$ cat src/rtl/pipeline_hazard_unit_pkg.sv
// Shared types and constants for the pipeline hazard unit and its scoreboard.
package hazard_pkg;

  // Widest register index a scoreboard entry can hold; narrower indices are zero-extended.
  localparam int SB_DEST_W = 8;

  // Scoreboard slot positions inside the per-source match vectors.
  localparam int SLOT_EX  = 0;
  localparam int SLOT_MEM = 1;
  localparam int SLOT_WB  = 2;

  // ALU operand source selects for the instruction in EX.
  typedef logic [1:0] fwd_sel_t;
  localparam fwd_sel_t FWD_IDEX  = 2'b00;
  localparam fwd_sel_t FWD_EXMEM = 2'b01;
  localparam fwd_sel_t FWD_MEMWB = 2'b10;

  // One in-flight instruction as seen by the hazard logic.
  typedef struct packed {
    logic                 valid;
    logic [SB_DEST_W-1:0] dest;
    logic                 reg_write;
    logic                 is_load;
  } sb_entry_t;

  localparam sb_entry_t SB_BUBBLE = '0;

  // A producer matches a source when it really writes that register and the
  // consumer really reads it; register 0 is hard-wired and never matches.
  function automatic logic entry_matches(input sb_entry_t            e,
                                         input logic [SB_DEST_W-1:0] src,
                                         input logic                 uses);
    return uses & e.valid & e.reg_write & (e.dest != '0) & (e.dest == src);
  endfunction

endpackage

$ cat src/rtl/pipeline_hazard_unit_scoreboard.sv
// Three-slot shift register (EX, MEM, WB) of in-flight destinations, with
// squash of the EX slot and per-slot match flags for both ID sources.
module hazard_scoreboard
  import hazard_pkg::*;
#(
  parameter int REG_ADDR_W = 5
) (
  input  logic                  clk,
  input  logic                  reset,
  input  sb_entry_t             issue_entry,
  input  logic                  squash_ex,
  input  logic [REG_ADDR_W-1:0] rs,
  input  logic [REG_ADDR_W-1:0] rt,
  input  logic                  uses_rs,
  input  logic                  uses_rt,
  output logic                  ex_is_load,
  output logic [2:0]            match_rs,
  output logic [2:0]            match_rt
);

  sb_entry_t ex_entry;
  sb_entry_t mem_entry;
  sb_entry_t wb_entry;

  logic [SB_DEST_W-1:0] rs_ext;
  logic [SB_DEST_W-1:0] rt_ext;

  assign rs_ext     = SB_DEST_W'(rs);
  assign rt_ext     = SB_DEST_W'(rt);
  assign ex_is_load = ex_entry.valid & ex_entry.is_load;

  // Advance every slot one stage per cycle; a squashed EX slot never reaches MEM.
  always_ff @(posedge clk) begin
    if (reset) begin
      ex_entry  <= SB_BUBBLE;
      mem_entry <= SB_BUBBLE;
      wb_entry  <= SB_BUBBLE;
    end else begin
      ex_entry  <= issue_entry;
      mem_entry <= squash_ex ? SB_BUBBLE : ex_entry;
      wb_entry  <= mem_entry;
    end
  end

  // Compare both ID sources against every in-flight producer.
  always_comb begin
    match_rs           = '0;
    match_rt           = '0;
    match_rs[SLOT_EX]  = entry_matches(ex_entry,  rs_ext, uses_rs);
    match_rs[SLOT_MEM] = entry_matches(mem_entry, rs_ext, uses_rs);
    match_rs[SLOT_WB]  = entry_matches(wb_entry,  rs_ext, uses_rs);
    match_rt[SLOT_EX]  = entry_matches(ex_entry,  rt_ext, uses_rt);
    match_rt[SLOT_MEM] = entry_matches(mem_entry, rt_ext, uses_rt);
    match_rt[SLOT_WB]  = entry_matches(wb_entry,  rt_ext, uses_rt);
  end

endmodule

$ cat src/rtl/pipeline_hazard_unit.sv
// Hazard detection, operand forwarding and redirect flush control for the
// five-stage MIPS pipeline. Stall and flush controls are combinational;
// forward selects are registered as the instruction enters EX.
module pipeline_hazard_unit
  import hazard_pkg::*;
#(
  parameter int REG_ADDR_W     = 5,
  parameter int FWD_EN         = 1,
  parameter int RF_BYPASS      = 1,
  parameter int REDIRECT_STAGE = 2,
  parameter int CNT_W          = 16
) (
  input  logic                  clk,
  input  logic                  reset,
  input  logic                  id_valid,
  input  logic [REG_ADDR_W-1:0] id_rs,
  input  logic [REG_ADDR_W-1:0] id_rt,
  input  logic                  id_uses_rs,
  input  logic                  id_uses_rt,
  input  logic [REG_ADDR_W-1:0] id_dest,
  input  logic                  id_reg_write,
  input  logic                  id_mem_read,
  input  logic                  redirect,
  output logic                  pc_en,
  output logic                  if_id_en,
  output logic                  if_id_flush,
  output logic                  id_ex_flush,
  output logic                  ex_mem_flush,
  output logic [1:0]            fwd_a_sel,
  output logic [1:0]            fwd_b_sel,
  output logic [CNT_W-1:0]      stall_cnt,
  output logic [CNT_W-1:0]      flush_cnt
);

  // Resolving in MEM means the instruction behind the redirect is already in
  // EX and must be dropped; resolving in EX only kills what is in IF and ID.
  localparam logic KILL_EX = (REDIRECT_STAGE == 2);

  sb_entry_t  issue_entry;
  logic       ex_is_load;
  logic [2:0] match_rs;
  logic [2:0] match_rt;
  logic       load_use;
  logic       wb_hit;
  logic       hazard;
  logic       stall;
  logic       issue;

  hazard_scoreboard #(
    .REG_ADDR_W (REG_ADDR_W)
  ) u_scoreboard (
    .clk         (clk),
    .reset       (reset),
    .issue_entry (issue_entry),
    .squash_ex   (redirect & KILL_EX),
    .rs          (id_rs),
    .rt          (id_rt),
    .uses_rs     (id_uses_rs),
    .uses_rt     (id_uses_rt),
    .ex_is_load  (ex_is_load),
    .match_rs    (match_rs),
    .match_rt    (match_rt)
  );

  // Youngest matching producer decides where the operand comes from.
  function automatic fwd_sel_t pick_fwd(input logic [2:0] m);
    if (m[SLOT_EX])  return FWD_EXMEM;
    if (m[SLOT_MEM]) return FWD_MEMWB;
    return FWD_IDEX;
  endfunction

  // Decide whether the ID instruction must wait, and whether it issues this cycle.
  always_comb begin
    load_use = ex_is_load & (match_rs[SLOT_EX] | match_rt[SLOT_EX]);
    wb_hit   = (RF_BYPASS == 0) & (match_rs[SLOT_WB] | match_rt[SLOT_WB]);
    if (FWD_EN != 0) begin
      hazard = load_use | wb_hit;
    end else begin
      hazard = match_rs[SLOT_EX] | match_rs[SLOT_MEM] |
               match_rt[SLOT_EX] | match_rt[SLOT_MEM] | wb_hit;
    end
    stall = id_valid & hazard & ~redirect;
    issue = id_valid & ~stall & ~redirect;
  end

  // Build the scoreboard entry for the instruction entering EX, or a bubble.
  always_comb begin
    issue_entry = SB_BUBBLE;
    if (issue) begin
      issue_entry.valid     = 1'b1;
      issue_entry.dest      = SB_DEST_W'(id_dest);
      issue_entry.reg_write = id_reg_write;
      issue_entry.is_load   = id_mem_read;
    end
  end

  assign pc_en        = ~stall;
  assign if_id_en     = ~stall;
  assign if_id_flush  = redirect;
  assign id_ex_flush  = redirect | stall;
  assign ex_mem_flush = redirect & KILL_EX;

  // Capture the operand sources for the instruction entering EX.
  always_ff @(posedge clk) begin
    if (reset) begin
      fwd_a_sel <= FWD_IDEX;
      fwd_b_sel <= FWD_IDEX;
    end else if (issue && (FWD_EN != 0)) begin
      fwd_a_sel <= pick_fwd(match_rs);
      fwd_b_sel <= pick_fwd(match_rt);
    end else begin
      fwd_a_sel <= FWD_IDEX;
      fwd_b_sel <= FWD_IDEX;
    end
  end

  // Saturating counts of stall cycles and redirect cycles.
  always_ff @(posedge clk) begin
    if (reset) begin
      stall_cnt <= '0;
      flush_cnt <= '0;
    end else begin
      if (stall && (stall_cnt != '1)) stall_cnt <= stall_cnt + CNT_W'(1);
      if (redirect && (flush_cnt != '1)) flush_cnt <= flush_cnt + CNT_W'(1);
    end
  end

endmodule

$ cat config.mk
export PLATFORM = sky130hd
export DESIGN_NAME = pipeline_hazard_unit
export DESIGN_NICKNAME = d
export VERILOG_FILES = /design/src/rtl/pipeline_hazard_unit_pkg.sv /design/src/rtl/pipeline_hazard_unit_scoreboard.sv /design/src/rtl/pipeline_hazard_unit.sv
export SDC_FILE = /design/constraint.sdc
export NUM_CORES = 1
export LEC_CHECK = 0
export CORE_MARGIN = 5
export CORE_UTILIZATION = 45
export CTS_BUF_LIST = sky130_fd_sc_hd__clkbuf_2 sky130_fd_sc_hd__clkbuf_4 sky130_fd_sc_hd__clkbuf_8
export CTS_CLUSTER_DIAMETER = 50
export DETAILED_ROUTE_END_ITERATION = 8
export GPL_ROUTABILITY_DRIVEN = 0
export PLACE_DENSITY = 0.77
export SLEW_MARGIN = 20
export SYNTH_ARGS = -nofsm -noshare
export SYNTH_HDL_FRONTEND = slang
export SYNTH_SLANG_ARGS = --single-unit
$ cat constraint.sdc
create_clock -name clk -period 2.1 [get_ports clk]
set_input_delay 0.42 -clock clk [delete_from_list [all_inputs] [get_ports clk]]
set_output_delay 0.42 -clock clk [all_outputs]
set_load 0.02 [all_outputs]
==> metrics.yaml, run 1 <==
run_status:
  status: "complete, but fails checks"
  violations: "setup timing"
placed_design:
  place_area_um2: 3370
  portBuffers: 63
  pre_cts_ws_ns: -0.789
  dp_hpwl_um: 4540
  dp_cells: 430
timing:
  layout_setup_ws_ns: -0.105
  period_share: 1.05
  rsz0062_at_grt: "true"
  max_freq_mhz: 453
  max_slew_margin: 0.715
  finalHoldViolCount: 0
  hold_ws_ns: 0.484
  fin_crit_ns: 2.21
  slew_viol_final: 0
  skew_ns: 0.00633
  final-setup-viol-count: 14
  tightestPinTransition_ns: 0.423
setup_path:
  criticalPathCategory: "in -> out"
  rrSetupSlack_ns: -0.04
  cp_max_fo: 2
  crit_family: "simple AND/OR/NAND/NOR gates"
  critPathArrivalTime_ns: 1.79
  cp_cell_sequence: "clkdlybuf4s15_1, xor2_2, nor4_4, a32oi_2, nor2_4, a21o_1, buf_6"
  crit_buf_inv: 2
  cp-start-kind: "input port"
  worstPathRequired_ns: 1.68
  critPathMaxStageDelay_ns: 0.33
  slowest_stage: "nor4_4"
  end_kind: "output port"
power_and_ir_drop:
  p_leak_nw: 1.52
  clockPowerShare: 0.319
  comb_power_share: 0.127
  power_density_nw_per_um2: 462
  power_frac_seq: 0.554
  power.total_mw: 1.78
  netSwitchingFraction: 0.243
  ir_worst_vdd_mv: 0.386
  switching_power_mw: 0.433
  p_int_mw: 1.35
run:
  max-cap-violations: 0
floorplanning:
  die-area_um2: 7170
  die_y_um: 84.7
  initial_core_util: 0.459
  core_area_um2: 5470
  fp-row-count: 27
  fp.dieW_um: 84.7
  ioPinCount: 64
logic_synthesis:
  netlist_instances: 288
  synthesis.area_um2: 2510
  yosys_warnings: 0
  yosysSeqAreaShare: 0.407
  synth.avg_cell_area_um2: 8.72
  async_reset_ff_frac: 0
  syn_nets: 313
  synth_ff_type: "dfxtp_1"
  ys_types: 36
  synth-edff-count: 0
  ys_ff_latch: 51
routing:
  drt.antenna.violating_nets: 0
  wl_um: 7300
  first_iter_violations: 126
  dr_total_vias: 2474
  first_pass_iters: 4
  drcViolationCount: 0
  wire_per_inst_um: 16.2
  vias_per_cell: 5.50
clock_network:
  cts_root_buf: "clkbuf_8"
  cts_buffer_depth: 2
  hold_buffers: 0
  path_clk_slew_ns: 0.08
  cts_buffers: 5
  cts_tree: "built"
  cts-htree-levels: 2
  clk_latency_ns: 0.30
  cts_sinks: 51
finish:
  fin_nets: 402
  layout_common_cells: "clkdlybuf4s50_1, dfxtp_1, nor2_1, buf_4"
  fin_cells: 450
  layout_commonest_cell: "clkdlybuf4s50_1"
  layout-drive-gt1-share: 0.235
  diodes: 0
  syn2layout_area_growth_pct: 53.6
  fin_area_um2: 3860
global_route:
  grt_max_degree: 42
  globalRouteTotalUtil: 0.174
  grt_overflow: 0
  antenna_found_initial: 0
  grt_pass1_wl_um: 10400
  grt_pass1_vias: 2225
hold_path:
  hp-class: "reg -> reg"
-- worst min-delay path, stage by stage, from the launching register on --
cell	delay (ns)
dfxtp_1	0.31
nand2_1	0.09
nor4b_2	0.05
-- sequential cells by signal (all words and copies together), names as in the netlist --
register,flops
flush_cnt,16
u_scoreboard.mem_entry,7
fwd_a_sel,2
u_scoreboard.ex_entry,8
stall_cnt,16
fwd_b_sel,2
-- layout make-up --
type / count / area (um^2)
clock inverter: 1 / 5.00
multi-input combinational: 212 / 1650
tap: 72 / 90.1
inverter: 9 / 33.8
fill: 420 / 1620
sequential: 51 / 1030
timing repair buffer: 98 / 962
clock buffer: 7 / 83.8
-- power groups by stage --
| stage | clock, mW | sequential [mW] | combinational [mW] |
|---|---|---|---|
| 5_1_grt | 0.630 | 0.988 | 0.241 |
| 3_3_place_gp | 0 | 1.01 | 0.182 |
| 2_1_floorplan | 0 | 1.01 | 0.0781 |
| 4_1_cts | 0.582 | 0.985 | 0.193 |
| 3_5_place_dp | 0 | 1.01 | 0.186 |
| 6_report | 0.569 | 0.986 | 0.226 |
-- worst paths after layout --
path | startpoint | end | cells after the start
worst max-delay path | id_rt[0] | id_ex_flush | 7
worst min register to register | u_scoreboard.mem_entry[10] | fwd_a_sel[1] | 2
worst min-delay path | u_scoreboard.mem_entry[10] | fwd_a_sel[1] | 2
worst max register to register | u_scoreboard.ex_entry[2] | stall_cnt[5] | 8
-- cell families after synthesis --
logic type,share of synthesized area
xor gates and xnor gates,0.112
and+or+nand+nor,0.309
adders and majority gates,0.00996
AOI/OAI and AO/OA,0.0777
muxes,0.0399
buffers and inverters,0.0453
DFF,0.407
-- metrics by stage --
step	setup TNS, ns	utilization
final	-0.605	0.705
after CTS	-0.238	0.654
after floorplan	0	-
after detailed placement	-14.98	0.615
after global placement	-12.67	0.615
after global routing	-1.41	0.705
-- cells in the mapped netlist (2+ instances only) --
| master | n | area, um^2 |
|---|---|---|
| and4_1 | 9 | 78.8 |
| dfxtp_1 | 51 | 1020 |
| a211oi_1 | 2 | 15.0 |
| nor2b_1 | 10 | 62.6 |
| inv_1 | 9 | 33.8 |
| nand4_1 | 14 | 87.6 |
| nor4b_1 | 3 | 26.3 |
| buf_4 | 3 | 22.5 |
| o31ai_1 | 8 | 60.1 |
| or4_1 | 7 | 52.6 |
| o21ai_0 | 2 | 10.0 |
| nor3_1 | 7 | 35.0 |
| and2_1 | 9 | 56.3 |
| ha_1 | 2 | 25.0 |
| mux2_2 | 8 | 90.1 |
| nand2_1 | 10 | 37.5 |
| clkbuf_1 | 11 | 41.3 |
| nor4_1 | 10 | 62.6 |
| nor2_1 | 36 | 135 |
| nand3_1 | 16 | 80.1 |
| a21oi_1 | 13 | 65.1 |
| and3_1 | 4 | 25.0 |
| xor2_1 | 22 | 193 |
| xnor2_1 | 10 | 87.6 |
-- timing repair --
action | CTS | global route
setup buffers | 6 | 5
pin swaps | 7 | 21
cloned | 0 | 2
resized for setup | 49 | 34
setup endpoints to repair | 31 | 21
-- metal layers --
layer / global-route usage / part of all wire
met1: 0.232 / 0.43
met2: 0.286 / 0.51
met3: 0.0393 / 0.048
met4: 0.0432 / 0.016
met5: 0 / 0
Note: power is estimated with default switching activity, not from simulation.
==> run 2: changes to the inputs <==
Settings changed: ABC_CLOCK_PERIOD_IN_PS set to 2100, GPL_ROUTABILITY_DRIVEN 0 to not set.
==> results of run 2 <==
No change in the layout: final DEF, timing and power equal those of run 1.
==> run 3: changes to the inputs <==
Settings changed: CORE_UTILIZATION 45 to 37, PLACE_DENSITY 0.77 to 0.66, REMOVE_ABC_BUFFERS set to 1.
==> metrics.yaml, run 3 (same netlist as run 1, synthesis figures left out) <==
run_status:
  status: "complete, but fails checks"
  violations: "setup timing"
timing:
  rsz0062_at_grt: "true"
  hold_ws_ns: 0.493  # +0.00846 ns
  period_share: 1.08  # +0.0273
  finalHoldViolCount: 0  # unchanged
  skew_ns: 0.00981  # +0.00348 ns
  layout_setup_ws_ns: -0.163  # -0.0572 ns
  max_freq_mhz: 442  # -2.5%
  slew_viol_final: 0  # unchanged
  setup_tns_ns: -1.03  # -0.423 ns
  fin_crit_ns: 2.26  # +0.0572 ns
  final-setup-viol-count: 14  # unchanged
  tightestPinTransition_ns: 0.438  # +0.0149 ns
  max_slew_margin: 0.708  # -0.00693
clock_network:
  cts_buffers: 5  # unchanged
  cts-htree-levels: 2  # unchanged
  cts_buffer_depth: 2  # unchanged
  cts_root_buf: "clkbuf_8"
  path_clk_slew_ns: 0.09  # about the same
  hold_buffers: 0  # unchanged
  clk_latency_ns: 0.30  # about the same
  cts_tree: "built"
  cts_sinks: 51  # unchanged
floorplanning:
  ioPinCount: 64  # unchanged
  die_y_um: 92.4  # +9.1%
  fp.dieW_um: 92.4  # +9.1%
  core_area_um2: 6680  # +22%
  initial_core_util: 0.376  # -0.0830
  die-area_um2: 8530  # +19%
  fp-row-count: 30  # +11%
routing:
  wire_per_inst_um: 14.5  # -10%
  dr_total_vias: 2412  # -2.5%
  wl_um: 6650  # -9.0%
  first_iter_violations: 84  # -33%
  drcViolationCount: 0  # unchanged
  vias_per_cell: 5.28  # -4.0%
  first_pass_iters: 4  # unchanged
  drt.antenna.violating_nets: 0  # unchanged
setup_path:
  crit_family: "buffers and inverters"
  worstPathRequired_ns: 1.68  # about the same
  critPathMaxStageDelay_ns: 0.28  # -0.05 ns
  criticalPathCategory: "in -> out"
  cp-start-kind: "input port"
  cp_max_fo: 2  # unchanged
  crit_buf_inv: 3  # +1
  end_kind: "output port"
  slowest_stage: "nor4_2"
  critPathArrivalTime_ns: 1.84  # +0.05 ns
  rrSetupSlack_ns: -0.08  # -0.04 ns
  cp_cell_sequence: "dlygate4sd2_1, xor2_1, nor4_2, buf_4, a32oi_4, nor2_2, a21o_1, buf_6"
global_route:
  grt_pass1_wl_um: 10500  # +1.0%
  grt_max_degree: 42  # unchanged
  globalRouteTotalUtil: 0.152  # -0.0224
  antenna_found_initial: 0  # unchanged
  grt_overflow: 0  # unchanged
  grt_pass1_vias: 2280  # +2.5%
power_and_ir_drop:
  power_density_nw_per_um2: 493  # +6.9%
  ir_worst_vdd_mv: 0.480  # +24%
  p_leak_nw: 1.51  # -0.45%
  power.total_mw: 1.87  # +4.8%
finish:
  fin_area_um2: 3780  # -1.9%
  diodes: 0  # unchanged
  largestRegisters: "flush_cnt x16, stall_cnt x16, u_scoreboard.ex_entry x8"
  fillers: 619  # +47%
  fin_nets: 402  # unchanged
  layout_common_cells: "clkdlybuf4s50_1, dfxtp_1, nor2_1, buf_4, xor2_1"
  layout_commonest_cell: "clkdlybuf4s50_1"
  layout-drive-gt1-share: 0.223  # -0.0126
  fin_cells: 457  # +1.6%
  utilization: 0.566  # -0.139
  syn2layout_area_growth_pct: 50.7
placed_design:
  portBuffers: 63  # unchanged
  dp_cells: 445  # +3.5%
  place.gp.congestion: 0.859
  place_area_um2: 3400  # +1.0%
  dp_hpwl_um: 4660  # +2.7%
  pre_cts_ws_ns: -0.930  # -0.141 ns
hold_path:
  hp-class: "reg -> reg"
run:
  max-cap-violations: 0  # unchanged
run 3: cell count changes in the layout (fill, tap and decap cells not counted), moves of 3 or more:
cell,delta
mux2_4,-3
mux2_2,+3
buf_6,-3
xor2_2,-4
buf_4,+4
xor2_1,+5
run 3: final timing paths:
| check | from | endpoint | cells after the start |
|---|---|---|---|
| max | id_rt[2] | id_ex_flush | 8 |
| min | u_scoreboard.ex_entry[10] | u_scoreboard.mem_entry[10] | 1 |
| max reg2reg | u_scoreboard.ex_entry[4] | stall_cnt[4] | 8 |
| min reg2reg | u_scoreboard.ex_entry[10] | u_scoreboard.mem_entry[10] | 1 |
run 3: power breakdown:
group	internal (mW)	leakage [nW]	switching, mW
clock network	0.363	0.0547	0.309
logic	0.107	1.05	0.102
registers	0.976	0.414	0.0107
total	1.44	1.51	0.422
run 3: cell type report:
class / instances / area, um^2 / area share
multi-input cells: 212 / 1590 / 0.421
flip-flops and latches: 51 / 1030 / 0.272
repair buffers: 98 / 923 / 0.244
well taps: 80 / 100 / 0.0265
clock buffers: 6 / 76.3 / 0.0202
inverters: 9 / 33.8 / 0.00893
clock inverters: 1 / 30.0 / 0.00794
run 3: layer usage:
metal | GRT usage | share of wire
met1 | 0.178 | 0.43
met2 | 0.265 | 0.51
met3 | 0.0422 | 0.044
met4 | 0.0507 | 0.016
met5 | 0 | 0
run 3: timing repair:
action,4_1_cts,5_1_grt
gates resized for setup,46,28
cloned,0,1
pin swaps,6,8
setup buffers,3,1
setup endpoints to repair,33,21
run 3: worst reg2reg max path: stages (launching register included):
cell,delay [ns]
dfxtp_2,0.35
xor2_1,0.17
nor4_2,0.28
buf_4,0.17
a32oi_4,0.11
buf_4,0.18
buf_12,0.16
nor4_4,0.31
mux2_2,0.36
